File: src/rtl/vector_frame_sched.sv
// Frame scheduler for the vector display engine: walks the enabled display-list
// sources in priority order each refresh tick, launching one list at a time.
module vector_frame_sched #(
    parameter int NSRC         = 4,
    parameter int ADDRESSWIDTH = 16,
    parameter int TIMEOUT      = 65536
) (
    input  logic                         clk,
    input  logic                         rst,
    input  logic                         frame_tick,
    input  logic [NSRC-1:0]              src_en,
    input  logic [NSRC*ADDRESSWIDTH-1:0] src_base,
    input  logic                         halt_flag,
    output logic                         go_flag,
    output logic [ADDRESSWIDTH-1:0]      start_addr,
    output logic [$clog2(NSRC)-1:0]      cur_src,
    output logic                         busy,
    output logic                         frame_done,
    output logic                         overrun,
    output logic                         timeout_err
);

    localparam int IW = $clog2(NSRC);
    localparam int TW = $clog2(TIMEOUT);
    localparam logic [IW-1:0] LAST_SRC = IW'(NSRC - 1);
    localparam logic [TW-1:0] TMAX     = TW'(TIMEOUT - 1);

    typedef enum logic [1:0] {IDLE, SCAN, WAIT, DONE} state_t;

    state_t                  state, state_nxt;
    logic [IW-1:0]           idx, idx_nxt;
    logic [NSRC-1:0]         en_q, en_q_nxt;
    logic [TW-1:0]           timer, timer_nxt;
    logic                    go_nxt, busy_nxt, done_nxt, overrun_nxt, tmo_nxt;
    logic [ADDRESSWIDTH-1:0] start_nxt;
    logic [IW-1:0]           cur_nxt;

    always_comb begin
        state_nxt   = state;
        idx_nxt     = idx;
        en_q_nxt    = en_q;
        timer_nxt   = timer;
        go_nxt      = 1'b0;
        start_nxt   = start_addr;
        cur_nxt     = cur_src;
        done_nxt    = 1'b0;
        tmo_nxt     = 1'b0;
        overrun_nxt = overrun | (frame_tick && (state != IDLE));

        case (state)
            IDLE: begin
                if (frame_tick) begin
                    en_q_nxt  = src_en;
                    idx_nxt   = '0;
                    state_nxt = SCAN;
                end
            end
            SCAN: begin
                if (en_q[idx]) begin
                    start_nxt = src_base[int'(idx)*ADDRESSWIDTH +: ADDRESSWIDTH];
                    cur_nxt   = idx;
                    go_nxt    = 1'b1;
                    timer_nxt = '0;
                    state_nxt = WAIT;
                end else if (idx == LAST_SRC) begin
                    state_nxt = DONE;
                end else begin
                    idx_nxt = idx + IW'(1);
                end
            end
            WAIT: begin
                timer_nxt = timer + TW'(1);
                // A halt arriving on the watchdog's last cycle still counts as a clean finish.
                if (halt_flag || (timer == TMAX)) begin
                    tmo_nxt = !halt_flag;
                    if (idx == LAST_SRC) begin
                        state_nxt = DONE;
                    end else begin
                        idx_nxt   = idx + IW'(1);
                        state_nxt = SCAN;
                    end
                end
            end
            DONE: begin
                // Two cycles here: the first raises frame_done, the second shows it.
                if (frame_done) state_nxt = IDLE;
                else            done_nxt  = 1'b1;
            end
            default: state_nxt = IDLE;
        endcase

        busy_nxt = (state_nxt != IDLE);
    end

    always_ff @(posedge clk) begin
        if (rst) begin
            state       <= IDLE;
            idx         <= '0;
            en_q        <= '0;
            timer       <= '0;
            go_flag     <= 1'b0;
            start_addr  <= '0;
            cur_src     <= '0;
            busy        <= 1'b0;
            frame_done  <= 1'b0;
            overrun     <= 1'b0;
            timeout_err <= 1'b0;
        end else begin
            state       <= state_nxt;
            idx         <= idx_nxt;
            en_q        <= en_q_nxt;
            timer       <= timer_nxt;
            go_flag     <= go_nxt;
            start_addr  <= start_nxt;
            cur_src     <= cur_nxt;
            busy        <= busy_nxt;
            frame_done  <= done_nxt;
            overrun     <= overrun_nxt;
            timeout_err <= tmo_nxt;
        end
    end

endmodule

File: config.mk
export PLATFORM = sky130hd
export DESIGN_NAME = vector_frame_sched
export DESIGN_NICKNAME = d
export VERILOG_FILES = /design/src/rtl/vector_frame_sched.sv
export SDC_FILE = /design/constraint.sdc
export NUM_CORES = 1
export LEC_CHECK = 0
export BUFFER_PORTS_ARGS = -buffer_cell sky130_fd_sc_hd__buf_2
export CORE_ASPECT_RATIO = 1.4
export CORE_MARGIN = 1
export CORE_UTILIZATION = 40
export DETAILED_ROUTE_END_ITERATION = 12
export PLACE_DENSITY = 0.75
export SLEW_MARGIN = 20
export SYNTH_ARGS = -nofsm -noshare
export SYNTH_HDL_FRONTEND = slang
export SYNTH_SLANG_ARGS = --single-unit
File: constraint.sdc
create_clock -name clk -period 1.5 [get_ports clk]
set_input_delay 0.375 -clock clk [delete_from_list [all_inputs] [get_ports clk]]
set_output_delay 0.375 -clock clk [all_outputs]
set_load 0.05 [all_outputs]
==> impl_metrics.toml <==
[clocking]
cts.sinks = 47
numCtsBuffers = 5
cts_root_buf = "clkbuf_8"
htree_levels = 2
cts_tree = "done"
clk_latency_ns = 0.30
cts.path.max_buffers = 2
clk_pin_slew_ns = 0.08

[logic_synthesis]
synthMuxAreaShare = 0.170
synth-simple-area-share = 0.213
synth_compound_area_frac = 0.117
synth_area_leaders = "dfxtp_1 38%, mux4_2 16%, nand2_1 7.7%"
synthAdderAreaFrac = 0.0307
syn_inst = 270
synth_top_family_by_area = "simple AND/OR/NAND/NOR gates"
ys_types = 41
yosysSeqAreaShare = 0.385
synthXorXnorAreaFrac = 0.0394
yosysWarnings = 0
syn-num-nets = 348
yosys_register_bits = 47
synth.avg_cell_area_um2 = 9.05
synth.largest_area_cell = "dfxtp_1"
syn_area_mm2 = 0.00244
post-synth-top-area-fraction = 0.385

[timing]
hold_viol_final = 0
min_period_ns = 1.73
fin_skew_ns = 0.00503
min_period_over_period = 1.15
worst_pin_slew_ns = 0.324
layout_setup_ws_ns = -0.229
rsz0062_at_grt = "true"
max_freq_mhz = 578
maxSlewViolCount = 0
finalSetupViolCount = 40
relSlewSlack = 0.782

[die]
dieArea_mm2 = 0.00643
rows = 33
coreArea_mm2 = 0.00586
start_util = 0.417
io_pins = 95
die_h_um = 94.5
die_width_um = 68.1

[min_path]
holdCritPathClass = "in -> reg"
hold_depth = 3
hold_path_end = "en_q[0]"
hp-start = "src_en[0]"

[drt]
viasPerCell = 5.29
drt_first_pass_iters = 4
drc = 0
wl_met3_um = 411
highest_layer = "met4"
num_vias = 2402
ant_nets = 0
wl_met1_um = 2350
wl_per_cell_um = 14.0
wl_met2_um = 3490
drt_iter0_drc = 69
wl_um = 6370

[setup_path]
path_class = "reg -> reg"
crit_path_start_kind = "register"
path_max_fanout = 5
crit_buf_inv = 1
required_ns = 1.74
crit_slowest_cell = "mux4_2"
crit_family = "multiplexers"
cpPeakStageDelay_ns = 0.58
path_cells = "mux4_2 -> buf_4 -> nand2_4 -> and3_4 -> nand4b_1 -> a21oi_1"
arrival_ns = 1.97
r2r_setup_slack_ns = -0.23
r2r_cells = 6
reg2reg_from = "idx[0]"
cp-end-kind = "register"
r2r-end = "idx[0]"

[power_and_ir_drop]
p_total_mw = 3.20
powerDensity_mw_per_mm2 = 944
ir_drop_v = 0.000489
leakage_nw = 1.43

[layout]
fillers = 506
nets = 461
finish.instance_area_mm2 = 0.00339
final_cell_mix = "94 x buf_2, 49 x nand2_1, 45 x dfxtp_1"
area_delta_synth_final_pct = 38.8
drive_above_1_share = 0.438
antenna_cells = 0
seq_area_um2 = 943
final_util = 0.579
final_common_cell = "buf_2"
multi_input_comb_area_mm2 = 0.00147

[placed_design]
io_buffer_count = 94
gp_congestion = 0.868
dp_hpwl_um = 4880
placed_cell_area_mm2 = 0.00315

[global_routing]
grt_max_degree = 20
track_usage = 0.201
grt_pass1_wl_um = 9780
grt.overflow.total = 0
antenna_found_initial = 0
grt_pass1_vias = 2359

[run_status]
violations = "setup timing"
status = "finished with violations"

[job]
maxCapViolations = 0
## how the worst max path moves through the flow
stage,from,endpoint,slack (ns),depth (start not counted)
after global routing,idx[0],idx[0],-0.33,6
after floorplan,idx[0],timer[7],-0.13,6
after detailed placement,idx[0],timer[11],-0.20,6
after global placement,idx[0],busy,-0.11,4
after CTS,idx[0],timer[11],-0.20,6
final,idx[0],idx[0],-0.23,6
## cell usage after synthesis (all sizes together)
cell and count:
o211ai 1, a21oi 30, nand4b 1, nand2 50
o211a 1, a32oi 2, and3 2, mux2i 1
mux4 17, xnor2 10, nor4b 1, nand3 11
or3 4, a21o 1, inv 4, nor2 22
and2 2, buf 10, clkbuf 9, nor3 7
xor2 1, a221oi 1, ha 6, nand4 2
nor3b 1, a41oi 1, nor4 2, nand2b 3
a31oi 1, o21ai 8, o21a 1, o21bai 2
and4 2, dfxtp 47, mux2 1, or2 2
nor2b 2, a21boi 1
## stage by stage
step / cells / setup WS [ns] / setup TNS [ns] / hold WS [ns]
finish: 454 / -0.229 / -5.13 / 0.316
global route: 454 / -0.335 / -8.05 / 0.321
CTS: 453 / -0.196 / -4.50 / 0.305
detailed placement: 444 / -0.198 / -3.45 / 0.443
global placement: 444 / -0.113 / -1.98 / 0.439
floorplan: 270 / -0.133 / -2.00 / 0.433
## sequential cells by signal, summed over array words and instances (netlist names)
| name | flops |
|---|---|
| idx | 2 |
| overrun | 1 |
| timer | 16 |
| busy | 1 |
| go_flag | 1 |
| start_addr | 16 |
| en_q | 4 |
| state | 2 |
| frame_done | 1 |
| timeout_err | 1 |
| cur_src | 2 |
## power by group
part | switching [mW] | total, mW | internal (mW)
logic | 0.420 | 0.797 | 0.377
clock network | 0.417 | 1.08 | 0.666
registers | 0.0271 | 1.32 | 1.30
total | 0.863 | 3.20 | 2.34
## tightest hold or removal path: cells and delay by family
family / cells / cell delay, ns
compound gates: 1 / 0.05
buf+inv: 1 / 0.10
simple gates: 1 / 0.05
## layout make-up
cell class	instances	area share
inverters	4	0.00442
clock inverters	2	0.0177
multi-input cells	200	0.432
flip-flops and latches	47	0.278
clock buffers	6	0.0214
well taps	70	0.0258
repair buffers	125	0.221
## timing repair
action                                  4_1_cts  5_1_grt
setup buffers                                 1        0
gates cloned                                  0        1
resized for setup                            10       10
pin swaps                                     2        3
hold buffers                                  0        0
endpoints found under the setup margin       40       42
## kinds of logic after synthesis
group | count (synthesis)
buf+inv | 23
flops | 47
xor+xnor | 11
simple gates | 114
mux | 19
compound gates | 50
fa+ha+maj | 6
## per-layer routing
metal	global-route usage	up-vias
li1	-	1178
met1	0.181	1118
met2	0.394	97
met3	0.0447	9
met4	0.0972	0
met5	0	-
No activity file was read; power rests on OpenSTA's default activity.
